<file path="src/rtl/pyrxacl_pkg.sv">
// ---------------------------------------------------------------------------
// pyrxacl_pkg
// Shared definitions for the RX ACL ping-pong payload buffer and its drain
// sequencer: drain state encoding, the release address, and helpers that turn
// a payload byte length into word-level quantities.
// ---------------------------------------------------------------------------
package pyrxacl_pkg;

    localparam int PKG_ADDR_W = 8;   // 256 x 32-bit words per bank
    localparam int PKG_LEN_W  = 10;  // payload byte length

    typedef enum logic [2:0] {
        IDLE = 3'd0,
        LEN  = 3'd1,
        RD   = 3'd2,
        CAP  = 3'd3,
        PRES = 3'd4,
        REL  = 3'd5,
        DONE = 3'd6
    } drain_state_e;

    // Highest word address: always at or above the buffer's end address,
    // so presenting it with a consume pulse releases the bank for any length.
    localparam logic [PKG_ADDR_W-1:0] REL_ADDR = 8'hFF;

    // Index of the last word, ceil(len/4)-1. For len==0 the subtraction wraps
    // to 8'hFF, which is the end address the buffer uses for an empty bank.
    function automatic logic [PKG_ADDR_W-1:0] last_word_idx(input logic [PKG_LEN_W-1:0] len);
        logic [PKG_LEN_W-1:0] len_m1;
        len_m1 = len - 10'd1;
        return len_m1[PKG_LEN_W-1:2];
    endfunction

    // Valid bytes carried by the last word: 1..4.
    function automatic logic [2:0] last_word_bytes(input logic [PKG_LEN_W-1:0] len);
        logic [2:0] nb;
        if (len[1:0] == 2'd0) begin
            nb = 3'd4;
        end else begin
            nb = {1'b0, len[1:0]};
        end
        return nb;
    endfunction

endpackage

</file>
<file path="src/rtl/pyrxaclbuf_wordhold.sv">
// ---------------------------------------------------------------------------
// pyrxaclbuf_wordhold
// Output hold stage of the RX ACL drain: a 32-bit word plus its last/nbytes
// qualifiers, presented on a valid/ready stream and kept stable while stalled.
//
// Ports:
//   clk, rst_n      clock, asynchronous active-low reset
//   load_i          capture din_i/last_i/nbytes_i and raise valid
//   drop_i          withdraw the presented word without a handshake
//   din_i           word to present
//   last_i          word is the final one of the packet
//   nbytes_i        valid bytes in the word
//   ready_i         downstream accepts the word
//   data_o, valid_o, last_o, nbytes_o   registered stream outputs
// ---------------------------------------------------------------------------
module pyrxaclbuf_wordhold (
    input  logic        clk,
    input  logic        rst_n,
    input  logic        load_i,
    input  logic        drop_i,
    input  logic [31:0] din_i,
    input  logic        last_i,
    input  logic [2:0]  nbytes_i,
    input  logic        ready_i,
    output logic [31:0] data_o,
    output logic        valid_o,
    output logic        last_o,
    output logic [2:0]  nbytes_o
);

    logic [31:0] data_d,   data_q;
    logic        valid_d,  valid_q;
    logic        last_d,   last_q;
    logic [2:0]  nbytes_d, nbytes_q;

    // Next-state of the hold register: load, clear on accept/drop, else hold.
    always_comb begin
        data_d   = data_q;
        valid_d  = valid_q;
        last_d   = last_q;
        nbytes_d = nbytes_q;
        if (load_i) begin
            data_d   = din_i;
            valid_d  = 1'b1;
            last_d   = last_i;
            nbytes_d = nbytes_i;
        end else if (valid_q && (ready_i || drop_i)) begin
            // Qualifiers return to zero so last/nbytes never linger without valid.
            data_d   = 32'h0000_0000;
            valid_d  = 1'b0;
            last_d   = 1'b0;
            nbytes_d = 3'd0;
        end else begin
            data_d   = data_q;
            valid_d  = valid_q;
            last_d   = last_q;
            nbytes_d = nbytes_q;
        end
    end

    // Hold register flops.
    always_ff @(posedge clk or negedge rst_n) begin
        if (!rst_n) begin
            data_q   <= 32'h0000_0000;
            valid_q  <= 1'b0;
            last_q   <= 1'b0;
            nbytes_q <= 3'd0;
        end else begin
            data_q   <= data_d;
            valid_q  <= valid_d;
            last_q   <= last_d;
            nbytes_q <= nbytes_d;
        end
    end

    assign data_o   = data_q;
    assign valid_o  = valid_q;
    assign last_o   = last_q;
    assign nbytes_o = nbytes_q;

endmodule

</file>
<file path="src/rtl/pyrxaclbuf_drain.sv">
// ---------------------------------------------------------------------------
// pyrxaclbuf_drain
// Read-side sequencer for the RX ACL ping-pong payload buffer. Walks the
// readable bank word by word, presents each word on a valid/ready stream and
// issues consume pulses so the buffer releases and swaps banks. A flush
// request abandons the rest of the packet and releases the bank directly.
//
// Ports:
//   clk_6M, rstz         clock, asynchronous active-low reset
//   regi_aclrxbufempty   buffer empty flag (1 = nothing readable)
//   rx_lenByte           byte length of the readable bank
//   regi_rxdrain_en      enable; 0 keeps the block idle between packets
//   regi_rxflush_p       single-cycle request to drop the current packet
//   bsm_dout             buffer read data, valid the cycle after bsm_cs
//   bsm_addr, bsm_cs     buffer read address / strobe
//   bsm_valid_p          word-consumed pulse toward the buffer
//   host_*               word stream toward the host side
//   drain_busy           high whenever the sequencer is not idle
// ---------------------------------------------------------------------------
module pyrxaclbuf_drain
    import pyrxacl_pkg::*;
#(
    parameter int ADDR_W = PKG_ADDR_W,
    parameter int LEN_W  = PKG_LEN_W
) (
    input  logic              clk_6M,
    input  logic              rstz,
    input  logic              regi_aclrxbufempty,
    input  logic [LEN_W-1:0]  rx_lenByte,
    input  logic              regi_rxdrain_en,
    input  logic              regi_rxflush_p,
    input  logic [31:0]       bsm_dout,
    output logic [ADDR_W-1:0] bsm_addr,
    output logic              bsm_cs,
    output logic              bsm_valid_p,
    output logic [31:0]       host_data,
    output logic              host_valid,
    input  logic              host_ready,
    output logic              host_last,
    output logic [2:0]        host_nbytes,
    output logic              drain_busy
);

    drain_state_e      state_d, state_q;
    logic [ADDR_W-1:0] addr_d,  addr_q;
    logic [LEN_W-1:0]  len_d,   len_q;
    logic              cs_d,    cs_q;
    logic              rel_d,   rel_q;
    logic              busy_d,  busy_q;

    logic              load_s;
    logic              drop_s;
    logic              handshake_s;
    logic              is_last_s;
    logic [2:0]        nbytes_s;

    assign handshake_s = host_valid && host_ready;
    assign is_last_s   = (addr_q == last_word_idx(len_q));
    assign nbytes_s    = is_last_s ? last_word_bytes(len_q) : 3'd4;

    // Sequencer next-state: address walk, release decision and flush handling.
    always_comb begin
        state_d = state_q;
        addr_d  = addr_q;
        len_d   = len_q;
        load_s  = 1'b0;
        drop_s  = 1'b0;
        case (state_q)
            IDLE: begin
                addr_d = {ADDR_W{1'b0}};
                if (regi_rxdrain_en && !regi_aclrxbufempty) begin
                    state_d = LEN;
                end else begin
                    state_d = IDLE;
                end
            end
            LEN: begin
                len_d = rx_lenByte;
                if (regi_rxflush_p || (rx_lenByte == {LEN_W{1'b0}})) begin
                    addr_d  = REL_ADDR;
                    state_d = REL;
                end else begin
                    addr_d  = {ADDR_W{1'b0}};
                    state_d = RD;
                end
            end
            RD: begin
                if (regi_rxflush_p) begin
                    addr_d  = REL_ADDR;
                    state_d = REL;
                end else begin
                    state_d = CAP;
                end
            end
            CAP: begin
                if (regi_rxflush_p) begin
                    addr_d  = REL_ADDR;
                    state_d = REL;
                end else begin
                    load_s  = 1'b1;
                    state_d = PRES;
                end
            end
            PRES: begin
                // An accepted word takes priority over a coincident flush.
                if (handshake_s) begin
                    if (host_last) begin
                        state_d = DONE;
                    end else begin
                        addr_d  = addr_q + ADDR_W'(1);
                        state_d = RD;
                    end
                end else if (regi_rxflush_p) begin
                    drop_s  = 1'b1;
                    addr_d  = REL_ADDR;
                    state_d = REL;
                end else begin
                    state_d = PRES;
                end
            end
            REL: begin
                state_d = DONE;
            end
            DONE: begin
                // The empty flag lags the consume pulse by a cycle; waiting for
                // it to rise keeps the stale "not empty" from re-triggering.
                if (regi_aclrxbufempty) begin
                    addr_d  = {ADDR_W{1'b0}};
                    state_d = IDLE;
                end else begin
                    state_d = DONE;
                end
            end
            default: begin
                addr_d  = {ADDR_W{1'b0}};
                state_d = IDLE;
            end
        endcase
        cs_d   = (state_d == RD);
        rel_d  = (state_d == REL);
        busy_d = (state_d != IDLE);
    end

    // Sequencer state and registered buffer-side controls.
    always_ff @(posedge clk_6M or negedge rstz) begin
        if (!rstz) begin
            state_q <= IDLE;
            addr_q  <= {ADDR_W{1'b0}};
            len_q   <= {LEN_W{1'b0}};
            cs_q    <= 1'b0;
            rel_q   <= 1'b0;
            busy_q  <= 1'b0;
        end else begin
            state_q <= state_d;
            addr_q  <= addr_d;
            len_q   <= len_d;
            cs_q    <= cs_d;
            rel_q   <= rel_d;
            busy_q  <= busy_d;
        end
    end

    pyrxaclbuf_wordhold u_wordhold (
        .clk      (clk_6M),
        .rst_n    (rstz),
        .load_i   (load_s),
        .drop_i   (drop_s),
        .din_i    (bsm_dout),
        .last_i   (is_last_s),
        .nbytes_i (nbytes_s),
        .ready_i  (host_ready),
        .data_o   (host_data),
        .valid_o  (host_valid),
        .last_o   (host_last),
        .nbytes_o (host_nbytes)
    );

    // The consume pulse must coincide with the accepting cycle while bsm_addr
    // still points at that word, so the handshake term is not registered.
    assign bsm_valid_p = rel_q || handshake_s;
    assign bsm_addr    = addr_q;
    assign bsm_cs      = cs_q;
    assign drain_busy  = busy_q;

endmodule

</file>
<file path="config.mk">
export PLATFORM = sky130hd
export DESIGN_NAME = pyrxaclbuf_drain
export DESIGN_NICKNAME = d
export VERILOG_FILES = /design/src/rtl/pyrxacl_pkg.sv /design/src/rtl/pyrxaclbuf_wordhold.sv /design/src/rtl/pyrxaclbuf_drain.sv
export SDC_FILE = /design/constraint.sdc
export NUM_CORES = 1
export LEC_CHECK = 0
export BUFFER_PORTS_ARGS = -buffer_cell sky130_fd_sc_hd__buf_4
export CORE_ASPECT_RATIO = 1.25
export CORE_MARGIN = 2
export CORE_UTILIZATION = 40
export CTS_CLUSTER_SIZE = 10
export DETAILED_ROUTE_END_ITERATION = 12
export HOLD_SLACK_MARGIN = 0.1
export PLACE_DENSITY = 0.68
export RECOVER_POWER = 25
export SLEW_MARGIN = 40
export SYNTH_ARGS = -nofsm -noshare
export SYNTH_HDL_FRONTEND = slang
export SYNTH_SLANG_ARGS = --single-unit
</file>
<file path="constraint.sdc">
create_clock -name clk_6M -period 1.7 [get_ports clk_6M]
set_clock_uncertainty 0.1 [all_clocks]
set_input_delay 0.085 -clock clk_6M [delete_from_list [all_inputs] [get_ports clk_6M]]
set_output_delay 0.085 -clock clk_6M [all_outputs]
set_load 0.005 [all_outputs]
</file>
# Word level (Yosys, flattened, before mapping)
# Cells that the tools add are included.
[totals] ff_bits=61 in_bits=48 output_inout_bits=48 wordCells=66
[classes] add_sub_neg=2 eq_ne=11 n_mux=28 bitwise=1 n_reduce_logical=14
[op_table] op="32-bit 2-to-1 mux" n=2
[op_table] op="8-bit 2-to-1 mux" n=5
[op_table] op="8-bit case mux with 5 select lines" n=1
[op_table] op="3-bit 2-to-1 mux" n=9
[op_table] op="3-bit case mux with 7 select lines" n=1
[op_table] op="3-bit == test (second input constant)" n=4
[op_table] op="10-bit logical NOT" n=1
[op_table] op="1-bit 2-to-1 mux" n=10
[op_table] op="10-bit by 1-bit subtractor with 10-bit output (second input constant)" n=1
[op_table] op="3-bit by 2-bit == test with 1-bit output (second input constant)" n=3
[op_table] op="8-bit by 1-bit adder with 8-bit output (second input constant)" n=1
[op_table] op="8-bit == test" n=1
[op_table] op="3-bit by 1-bit == test with 1-bit output (second input constant)" n=1
[op_table] op="1-bit logical AND" n=3
[op_table] op="3-bit logical NOT" n=1
[op_table] op="1-bit logical OR" n=3
[op_table] op="3-bit inequality test (second input constant)" n=1
[op_table] op="3-bit AND reduction" n=1
[op_table] op="3-bit nonzero test" n=1
[op_table] op="2-bit logical NOT" n=1
[op_table] op="2-bit inequality test (second input constant)" n=1
[op_table] op="2-bit nonzero test" n=1
[op_table] op="2-bit OR reduction" n=1
[op_table] op="1-bit logical NOT" n=1
[op_table] op="1-bit inverter" n=1

# Logic depth before layout (Yosys ltp)
# Gate-level depths: netlist of run 1.
[depth] ltp_word=7 ltp_mapped=7 depth_no_buf=6

# Cells and area by module
# A second synthesis of run 1 with hierarchy kept.
[hier_totals] hier_cells=338 area_unflattened_um2=3259.4
[modules_own_cells] module="pyrxaclbuf_drain" instances=1 cells_per_inst=179 area_each_um2=1635.3 seq_area_each_um2=600.6
[modules_own_cells] module="pyrxaclbuf_wordhold" instances=1 cells_per_inst=159 area_each_um2=1624.1 seq_area_each_um2=925.9

# Worst setup path before layout of run 1
# Ideal clock, no wire load.
[synth_path] path_type="register -> register" start="register len_q[0]" end="register u_wordhold.nbytes_q[0] (netlist: u_wordhold.nbytes_o[0])" setup_time_ps=110 t_arrival_ps=1689 required_ps=1490 slack_ps=-199 stages_incl_launch_ff=7 path_buffers=1 synth_period_minus_slack_ps=1899 path_cell_list="dfrtp_1 > or4_4 > buf_6 > nor2_2 > and4bb_1 > o21ai_2 > o41ai_1"
[synth_via] elab_chain_len=4 elab_cells_between_ends=6 cone_classes="add/sub (1); eq/ne (1); mux (3); reduce/logical (1)"
[synth_lines] element="start: declaration" line_no="pyrxaclbuf_drain.sv:46" rtl="logic [LEN_W-1:0] len_d, len_q;"
[synth_lines] element="start signal: assignment" line_no="pyrxaclbuf_drain.sv:149" rtl="len_q <= {LEN_W{1'b0}};"
[synth_lines] element="start signal: assignment" line_no="pyrxaclbuf_drain.sv:156" rtl="len_q <= len_d;"
[synth_lines] element="10-bit by 1-bit subtractor with 10-bit output / 2-bit logical NOT (equally long branches)" line_no="pyrxacl_pkg.sv:30, pyrxacl_pkg.sv:37"
[synth_lines] element="8-bit == test / 3-bit 2-to-1 mux (equally long branches)" line_no="pyrxaclbuf_drain.sv:58, pyrxacl_pkg.sv:37"
[synth_lines] element="3-bit 2-to-1 mux *" line_no="pyrxaclbuf_drain.sv:59" rtl="assign nbytes_s = is_last_s ? last_word_bytes(len_q) : 3'd4;"
[synth_lines] element="3-bit 2-to-1 mux *" line_no="pyrxaclbuf_wordhold.sv:42" rtl="if (load_i) begin"
[synth_lines] element="end signal: assignment" line_no="pyrxaclbuf_wordhold.sv:72" rtl="nbytes_q <= nbytes_d;"
[synth_lines] element="end: declaration" line_no="pyrxaclbuf_wordhold.sv:34" rtl="logic [2:0] nbytes_d, nbytes_q;"
# Mark *: on every way between the ends. The rest lies on a longest branch, timed or not.
# A chain may end at the register's enable or synchronous reset.

# Worst setup path after layout of run 1
[layout_path] start="register len_q[1]" end="register u_wordhold.nbytes_q[1] (netlist: u_wordhold.nbytes_o[1])"
# The elaborated chain is that of the path after synthesis.

==> impl_metrics.py, run 1 <==
metrics = {
    "worst_setup_path": {
        "end_kind": "flop",
        "critPathMaxFanout": 5,
        "start_kind": "flop",
        "worstPathRequired_ns": 1.83,
        "setup.worst_path.class": "reg -> reg",
        "worstPathArrival_ns": 2.02,
    },
    "timing": {
        "relSlewSlack": 0.395,
        "fmax_ghz": 0.527,
        "fin_hold_ws_ns": 0.134,
        "fin_ws_ns": -0.196,
        "slew_viol_final": 0,
        "setup_viol": 5,
        "post-route-period-util": 1.12,
        "hold_violations": 0,
        "worstMarginPinSlew_ns": 0.908,
        "min_period_ns": 1.90,
        "rsz0062_at_grt": "yes",
    },
    "clock_tree": {
        "clk-insertion-delay-late_ns": 0.33,
        "path_clk_slew_ns": 0.07,
        "numCtsBuffers": 9,
        "cts.path.max_buffers": 2,
        "cts_num_sinks": 61,
        "cts-root-buf": "clkbuf_8",
        "htree_levels": 3,
        "tritoncts": "done",
    },
    "synth": {
        "synth_warnings": 0,
        "synth_edf_count": 0,
        "synth_area_um2": 3060,
        "yosysSeqAreaShare": 0.499,
        "ys_ff_latch": 61,
        "syn_avg_cell_area_um2": 10.2,
        "ys_async_sr_fraction": 1.00,
        "synthFlopType": "dfrtp_1",
        "postSynthCellCount": 300,
        "yosysUniqueCellTypes": 61,
        "synth.net_count": 349,
    },
    "power": {
        "powerDensity_nw_per_um2": 1510,
        "pwr-share-comb": 0.546,
        "power.share.clock": 0.137,
        "swShare": 0.371,
        "netSwitchingPower_w": 0.00288,
        "max-vdd-ir-drop_v": 0.000682,
        "leakage_nw": 2.49,
        "intPower_w": 0.00489,
        "sequentialPowerShare": 0.316,
    },
    "floorplanning": {
        "num_rows": 35,
        "die-area_um2": 8370,
        "core_um2": 7400,
        "dieHeight_um": 102,
        "initial_core_util": 0.413,
        "die_w_um": 82.2,
        "io_pins": 96,
    },
    "global_routing": {
        "grt-ovfl-total": 0,
        "grt_pass1_wl_mm": 14.7,
        "track_usage": 0.231,
        "grt_max_degree": 39,
        "antenna_found_initial": 0,
        "grt_pass1_vias": 3180,
    },
    "layout": {
        "layout.nets": 545,
        "syn_to_final_growth_pct": 68.1,
        "drive_gt1_frac": 0.439,
        "fillers": 552,
        "diodes": 0,
        "final_core_utilization": 0.695,
    },
    "routing": {
        "drt_iter0_markers": 115,
        "antenna_left": 0,
        "vias": 3177,
        "drc_errors": 0,
        "routed_wirelength_mm": 9.35,
        "via_per_inst": 5.36,
        "firstDrtPassIters": 4,
        "routedWlPerCell_um": 15.8,
    },
    "min_path": {
        "hold_path.class": "in -> reg",
    },
    "run_status": {
        "outcome": "finished with violations",
        "violations": "negative setup slack",
    },
    "placed_design": {
        "hpwl_mm": 6.21,
        "io_buffers": 95,
        "gp_congestion": 0.808,
    },
    "job": {
        "max_cap_violations": 0,
    },
}
flip-flops by register name, indices dropped and copies added, names as in the netlist:
signal / count
drain_busy: 1
u_wordhold.nbytes_o: 3
state_q: 3
bsm_cs: 1
u_wordhold.last_o: 1
rel_q: 1
u_wordhold.data_o: 32
u_wordhold.valid_o: 1
bsm_addr: 8
len_q: 10
area by class of cell:
class                      count  area (µm²)  area share
timing repair buffer         203        1680       0.326
multi-input combinational    212        1620       0.314
sequential                    61        1530       0.298
clock buffer                  10         128      0.0248
tap                           92         115      0.0224
clock inverter                 6        40.0     0.00779
inverter                       9        33.8     0.00657
power groups by stage:
| stage | registers, W | clock network (W) | logic [W] |
|---|---|---|---|
| 5_1_grt | 0.00253 | 0.00117 | 0.00464 |
| 3_3_place_gp | 0.00243 | 0 | 0.00365 |
| 3_5_place_dp | 0.00246 | 0 | 0.00371 |
| 6_report | 0.00246 | 0.00107 | 0.00425 |
| 4_1_cts | 0.00244 | 0.00111 | 0.00396 |
| 2_1_floorplan | 0.00247 | 0 | 0.00194 |
cell usage after synthesis (2+ instances only):
cell       n  share of area
o211a_1    2         0.0065
nor2b_1    5          0.010
a21o_1     2         0.0049
a211oi_1   2         0.0049
inv_1      9          0.011
o21ai_2    2         0.0057
o211ai_1   4         0.0098
dfrtp_1   61           0.50
nand2_1   36          0.044
nor3b_1    3         0.0074
a21oi_1   13          0.021
nor4_1     3         0.0061
nor3_1     4         0.0065
a41oi_1    3         0.0086
nand4b_1   2         0.0057
nand3_1    5         0.0082
o31ai_1    3         0.0074
nand4_1    4         0.0082
nand2b_1   4         0.0082
or3_1      3         0.0061
o22ai_1    2         0.0041
clkbuf_1  15          0.018
nor4bb_1   2         0.0065
o21a_1     2         0.0049
or4_1      2         0.0049
a22o_1    38           0.11
mux2i_1    3         0.0098
xor2_1     2         0.0057
and2_1     3         0.0061
nor2_1    12          0.015
nor4_2     2         0.0082
o21ai_0   14          0.023
o41ai_1    2         0.0057
xnor2_1    4          0.011
layer usage:
layer,GRT usage,routed length (µm)
met4,0.0910,236
met5,0,0
met2,0.408,4840
met3,0.0401,440
met1,0.273,3830
per-stage QoR:
| stage | power, W | instance area [µm²] | worst slack (ns) | std cells | TNS [ns] |
|---|---|---|---|---|---|
| after detailed placement | 0.00617 | 4270 | -0.286 | 524 | -1.01 |
| final | 0.00778 | 5140 | -0.196 | 593 | -0.721 |
| after floorplan | 0.00440 | 3110 | -0.199 | 300 | -0.698 |
| after global placement | 0.00608 | 4270 | -0.193 | 524 | -0.616 |
| after global routing | 0.00835 | 5140 | -0.283 | 593 | -2.18 |
| after CTS | 0.00750 | 4970 | -0.214 | 589 | -0.748 |
kinds of logic (layout without fill, tap and decap cells):
family / after synthesis / count (layout) / share of synthesized area
AOI/OAI and AO/OA: 102 / 102 / 0.252
and+or+nand+nor: 99 / 99 / 0.177
DFF: 61 / 61 / 0.499
buffers and inverters: 27 / 228 / 0.0372
xor gates and xnor gates: 6 / 6 / 0.0172
muxes: 4 / 4 / 0.0135
adders and majority gates: 1 / 1 / 0.00409
critical path: stages (launching register included):
cell and delay (ns):
dfrtp_1 0.41, or4_4 0.58, nor2_4 0.10, and4bb_1 0.24, o21ai_2 0.09, o41ai_2 0.27
path summary, 6_finish.rpt:
check / slack, ns / start / end / cells after the start
worst max-delay path: -0.20 / len_q[1]$_DFFE_PN0N_ / u_wordhold.nbytes_o[1]$_DFFE_PN0P_ / 5
worst min-delay path: 0.13 / regi_rxflush_p / bsm_addr[7]$_DFFE_PN0P_ / 3
worst max register to register: -0.20 / len_q[1]$_DFFE_PN0N_ / u_wordhold.nbytes_o[1]$_DFFE_PN0P_ / 5
worst min register to register: 0.40 / u_wordhold.data_o[8]$_DFFE_PN0P_ / u_wordhold.data_o[8]$_DFFE_PN0P_ / 1
max in group asynchronous: 0.46 / rstz / bsm_addr[7]$_DFFE_PN0P_ / 3
min in group asynchronous: 0.33 / rstz / u_wordhold.data_o[7]$_DFFE_PN0P_ / 2
timing repair:
| item | 4_1_cts | 5_1_grt |
|---|---|---|
| gates resized for setup | 12 | 34 |
| hold buffers | 46 | 0 |
| endpoints found under the hold margin | 105 | 0 |
| setup buffers | 3 | 4 |
| pin swaps | 4 | 17 |
| endpoints found under the setup margin | 41 | 46 |
placed cells by master, fill, tap and decap left out, types with 4 or more instances in the layout:
cell           count
buf_4            152
xnor2_1            4
dfrtp_1           57
a21oi_1           10
o211ai_1           4
o21ai_0           10
dfrtp_2            4
a22o_1            38
dlygate4sd3_1     46
clkbuf_8           9
nor2_1             8
nand2_1           35
clkinvlp_4         4
nand4_1            4
nor2b_1            5
inv_1              9
o21ai_1            4
(Power assumes the default switching activity.)
==> run 2, diff against run 1 <==
- SETUP_SLACK_MARGIN: not set -> 0.2
==> impl_metrics.py, run 2 (synthesis results as in run 1) <==
metrics = {
    "routing": {
        "antenna_left": 0,
        "routedWlPerCell_um": 18.4,
        "drc_errors": 0,
        "routed_wirelength_mm": 11.2,
        "firstDrtPassIters": 5,
        "drt_iter0_markers": 191,
        "via_per_inst": 5.51,
        "vias": 3362,
    },
    "worst_setup_path": {
        "worstPathArrival_ns": 2.10,
        "slowest_stage": "or4_4",
        "rrSetupSlack_ns": -0.26,
        "cpPeakStageDelay_ns": 0.58,
        "end_kind": "flop",
        "crit_chain": "or4_4 -> nor2_2 -> and4bb_1 -> o21ai_2 -> o41ai_2",
        "r2r-start": "len_q[0]$_DFFE_PN0N_",
        "setup.worst_path.class": "reg -> reg",
        "critPathMaxFanout": 5,
        "worstPathRequired_ns": 1.84,
        "worstReg2RegEnd": "u_wordhold.nbytes_o[0]$_DFFE_PN0P_",
        "rr_worst_depth": 5,
        "start_kind": "flop",
    },
    "power": {
        "total_power_w": 0.00932,
        "leakage_nw": 2.79,
        "max-vdd-ir-drop_v": 0.000829,
        "powerDensity_nw_per_um2": 1630,
    },
    "timing": {
        "hold_violations": 0,
        "min_period_ns": 1.96,
        "fin_ws_ns": -0.265,
        "setup_viol": 42,
        "relSlewSlack": 0.399,
        "worstMarginPinSlew_ns": 0.901,
        "fmax_ghz": 0.509,
        "rsz0062_at_grt": "yes",
        "post-route-period-util": 1.16,
        "slew_viol_final": 0,
        "fin_hold_ws_ns": 0.0697,
    },
    "clock_tree": {
        "cts_num_sinks": 61,
        "htree_levels": 3,
        "cts.path.max_buffers": 2,
        "numCtsBuffers": 9,
        "clk-insertion-delay-late_ns": 0.34,
        "path_clk_slew_ns": 0.07,
        "tritoncts": "done",
        "cts-root-buf": "clkbuf_8",
        "cts-hold-fix-buffers": 44,
    },
    "floorplanning": {
        "core_um2": 7400,
        "die_w_um": 82.2,
        "die-area_um2": 8370,
        "initial_core_util": 0.413,
        "num_rows": 35,
        "dieHeight_um": 102,
        "io_pins": 96,
    },
    "layout": {
        "drive_gt1_frac": 0.510,
        "final_cell_mix": "buf_4, dfrtp_1, dlygate4sd3_1",
        "layout.nets": 563,
        "syn_to_final_growth_pct": 87.2,
        "diodes": 0,
        "final_common_cell": "buf_4",
        "largest_register_ffs": 32,
    },
    "min_path": {
        "hp-start": "regi_rxflush_p",
        "hold_path.class": "in -> reg",
        "min_delay_worst_endpoint": "state_q[2]$_DFF_PN0_",
        "holdPathStages": 3,
    },
    "placed_design": {
        "gp_congestion": 0.819,
        "post-place-ws_ns": -0.306,
        "hpwl_mm": 6.18,
        "io_buffers": 95,
    },
    "run_status": {
        "violations": "negative setup slack",
        "outcome": "finished with violations",
    },
    "global_routing": {
        "track_usage": 0.257,
        "grt_pass1_vias": 3327,
        "grt_max_degree": 34,
        "antenna_found_initial": 0,
        "grt-ovfl-total": 0,
        "grt_pass1_wl_mm": 16.1,
    },
    "job": {
        "max_cap_violations": 0,
    },
}
-- run 2: worst max-delay path by stage --
stage / from / endpoint / slack (ns) / cells after the start
after floorplan: len_q[0]$_DFFE_PN0N_ / u_wordhold.nbytes_o[1]$_DFFE_PN0P_ / -0.20 / 6
after global placement: len_q[0]$_DFFE_PN0N_ / u_wordhold.nbytes_o[0]$_DFFE_PN0P_ / -0.18 / 5
after detailed placement: len_q[0]$_DFFE_PN0N_ / u_wordhold.nbytes_o[0]$_DFFE_PN0P_ / -0.31 / 5
after CTS: len_q[1]$_DFFE_PN0N_ / u_wordhold.nbytes_o[0]$_DFFE_PN0P_ / -0.23 / 5
after global routing: len_q[0]$_DFFE_PN0N_ / u_wordhold.last_o$_DFFE_PN0P_ / -0.32 / 5
final: len_q[0]$_DFFE_PN0N_ / u_wordhold.nbytes_o[0]$_DFFE_PN0P_ / -0.26 / 5
-- run 2: layout make-up --
class	count	area, µm²
tap	92	115
inverter	9	37.5
multi-input combinational	212	1730
clock inverter	4	95.1
sequential	61	1540
clock buffer	11	151
fill	433	1670
timing repair buffer	221	2070
-- run 2: per-stage QoR --
| step | instance area (µm²) | cells | util | setup TNS [ns] |
|---|---|---|---|---|
| after floorplan | 3200 | 300 | - | -1.03 |
| after global placement | 4260 | 515 | 0.575 | -0.607 |
| after detailed placement | 4260 | 515 | 0.575 | -1.01 |
| after CTS | 5420 | 596 | 0.733 | -1.87 |
| after global routing | 5730 | 610 | 0.774 | -7.62 |
| final | 5730 | 610 | 0.774 | -4.41 |
-- run 2: report_power, final --
part / internal (W) / switching [W]
Combinational: 0.00295 / 0.00225
Clock: 0.00104 / 0.000564
Sequential: 0.00203 / 0.000490
Total: 0.00602 / 0.00330
-- run 2: what timing repair did --
item                                    in CTS  in global routing
setup buffers                               17                 13
gates resized for setup                     47                 45
endpoints found under the hold margin      106                  1
pin swaps                                   24                 22
endpoints found under the setup margin      49                 59
gates cloned                                 5                  1
-- run 2: worst max-delay path: cells and delay by family (launching register included) --
family	cells	cell delay [ns]
AND/OR/NAND/NOR	3	0.95
flip-flops	1	0.42
AO/OA/AOI/OAI	2	0.39
-- run 2: layer usage --
layer	up-vias	GRT usage	part of all wire
met2	114	0.462	0.54
met5	-	0	0
met4	0	0.0897	0.018
li1	1565	-	-
met1	1666	0.302	0.39
met3	17	0.0446	0.048
==> run 3, diff against run 2 <==
==> constraint.sdc (replaced) <==
create_clock -name clk_6M -period 1.7 [get_ports clk_6M]
set_clock_uncertainty 0.1 [all_clocks]
set_input_delay 0.255 -clock clk_6M [delete_from_list [all_inputs] [get_ports clk_6M]]
set_output_delay 0.255 -clock clk_6M [all_outputs]
set_load 0.005 [all_outputs]
==> impl_metrics.py, run 3 (synthesis results as in run 1) <==
metrics = {
    "worst_setup_path": {
        "worstPathArrival_ns": 2.06,
        "rrSetupSlack_ns": -0.23,
        "crit_chain": "or4_4 -> nor2_4 -> and4bb_1 -> o21ai_2 -> o41ai_2",
        "critPathMaxFanout": 5,
        "worstPathRequired_ns": 1.83,
        "setup.worst_path.class": "reg -> reg",
        "rr_worst_depth": 5,
        "r2r-start": "len_q[1]$_DFFE_PN0N_",
        "end_kind": "flop",
        "start_kind": "flop",
        "cpPeakStageDelay_ns": 0.58,
        "path_buf_inv": 0,
        "worstReg2RegEnd": "u_wordhold.nbytes_o[0]$_DFFE_PN0P_",
        "cp_top_family": "simple AND/OR/NAND/NOR gates",
        "slowest_stage": "or4_4",
    },
    "routing": {
        "drt_iter0_markers": 170,
        "drc_errors": 0,
        "routedWlPerCell_um": 20.3,
        "via_per_inst": 5.72,
        "routed_wirelength_mm": 12.6,
        "antenna_left": 0,
        "vias": 3535,
        "firstDrtPassIters": 4,
    },
    "power": {
        "max-vdd-ir-drop_v": 0.000896,
        "total_power_w": 0.00948,
        "powerDensity_nw_per_um2": 1630,
        "leakage_nw": 2.82,
    },
    "floorplanning": {
        "num_rows": 35,
        "io_pins": 96,
        "initial_core_util": 0.413,
        "dieHeight_um": 102,
        "core_um2": 7400,
        "die_w_um": 82.2,
        "die-area_um2": 8370,
    },
    "layout": {
        "final_common_cell": "buf_4",
        "diodes": 0,
        "fin_cells": 618,
        "final_cell_mix": "buf_4, dfrtp_1, dlygate4sd3_1",
        "drive_gt1_frac": 0.534,
        "seqCellArea_um2": 1540,
        "syn_to_final_growth_pct": 90.1,
        "fillers": 423,
        "final_core_utilization": 0.786,
        "multi_input_area_um2": 1790,
        "largest_register_ffs": 32,
        "layout.nets": 570,
    },
    "clock_tree": {
        "clk-insertion-delay-late_ns": 0.34,
        "tritoncts": "done",
        "htree_levels": 3,
        "cts.path.max_buffers": 2,
        "numCtsBuffers": 9,
        "cts_num_sinks": 61,
        "path_clk_slew_ns": 0.07,
        "cts-root-buf": "clkbuf_8",
    },
    "min_path": {
        "min_delay_worst_endpoint": "len_q[7]$_DFFE_PN0N_",
        "hold_path.class": "in -> reg",
        "holdPathStages": 4,
        "hp-start": "rx_lenByte[7]",
    },
    "timing": {
        "fmax_ghz": 0.519,
        "post-route-period-util": 1.13,
        "fin_ws_ns": -0.226,
        "rsz0062_at_grt": "yes",
        "setup_viol": 41,
        "min_period_ns": 1.93,
        "hold_violations": 0,
        "worstMarginPinSlew_ns": 0.723,
        "tns_ns": -3.92,
        "relSlewSlack": 0.518,
        "slew_viol_final": 0,
    },
    "global_routing": {
        "track_usage": 0.277,
        "grt_max_degree": 34,
        "antenna_found_initial": 1,
        "grt_pass1_vias": 3528,
        "grt-ovfl-total": 0,
        "grt_pass1_wl_mm": 17.4,
    },
    "placed_design": {
        "gp_congestion": 0.837,
        "io_buffers": 95,
        "dp.cells": 524,
        "hpwl_mm": 6.40,
    },
    "run_status": {
        "outcome": "finished with violations",
        "violations": "negative setup slack",
    },
    "job": {
        "max_cap_violations": 0,
    },
}
run 3: power breakdown:
part	internal (W)	switching, W
Sequential	0.00203	0.000534
Clock	0.000902	0.000594
Combinational	0.00305	0.00237
run 3: per-layer routing:
layer / up-vias / share of wire / wire length [µm] / global-route usage
met4: 2 / 0.038 / 475 / 0.123
met5: - / 0.00095 / 12 / 0
li1: 1576 / - / - / -
met2: 147 / 0.54 / 6740 / 0.494
met1: 1771 / 0.36 / 4560 / 0.312
met3: 39 / 0.062 / 779 / 0.0561
run 3: what timing repair did:
item	in CTS	in global routing
resized for setup	45	55
hold buffers	41	0
hold endpoints to repair	87	0
buffers inserted	20	10
setup endpoints to repair	50	61
pin swaps	27	33
gates cloned	4	3
run 3: tightest hold or removal path, stage by stage:
cell and delay (ns):
buf_4 0.09, buf_4 0.11, nand2_4 0.04, nand2_2 0.04
run 3: how the worst max path moves through the flow:
stage	start	to	cells after the start
finish	len_q[1]$_DFFE_PN0N_	u_wordhold.nbytes_o[0]$_DFFE_PN0P_	5
CTS	len_q[1]$_DFFE_PN0N_	u_wordhold.nbytes_o[0]$_DFFE_PN0P_	5
detailed placement	len_q[0]$_DFFE_PN0N_	u_wordhold.nbytes_o[0]$_DFFE_PN0P_	5
global placement	len_q[0]$_DFFE_PN0N_	u_wordhold.nbytes_o[1]$_DFFE_PN0P_	5
global route	len_q[1]$_DFFE_PN0N_	u_wordhold.nbytes_o[0]$_DFFE_PN0P_	5
floorplan	len_q[0]$_DFFE_PN0N_	u_wordhold.nbytes_o[1]$_DFFE_PN0P_	6
run 3: area by class of cell:
type | instances | share of cell area
Clock buffer | 12 | 0.0267
Clock inverter | 4 | 0.0121
Inverter | 9 | 0.00646
Multi-Input combinational cell | 212 | 0.308
Sequential cell | 61 | 0.264
Tap cell | 92 | 0.0198
Timing Repair Buffer | 228 | 0.363
run 3: stage by stage:
stage / hold slack [ns] / cell area (µm²) / setup slack, ns
after detailed placement: 0.100 / 4340 / -0.254
final: 0.119 / 5810 / -0.226
after CTS: 0.108 / 5460 / -0.212
after global placement: 0.0989 / 4340 / -0.186
after floorplan: -0.141 / 3200 / -0.199
after global routing: 0.121 / 5810 / -0.344
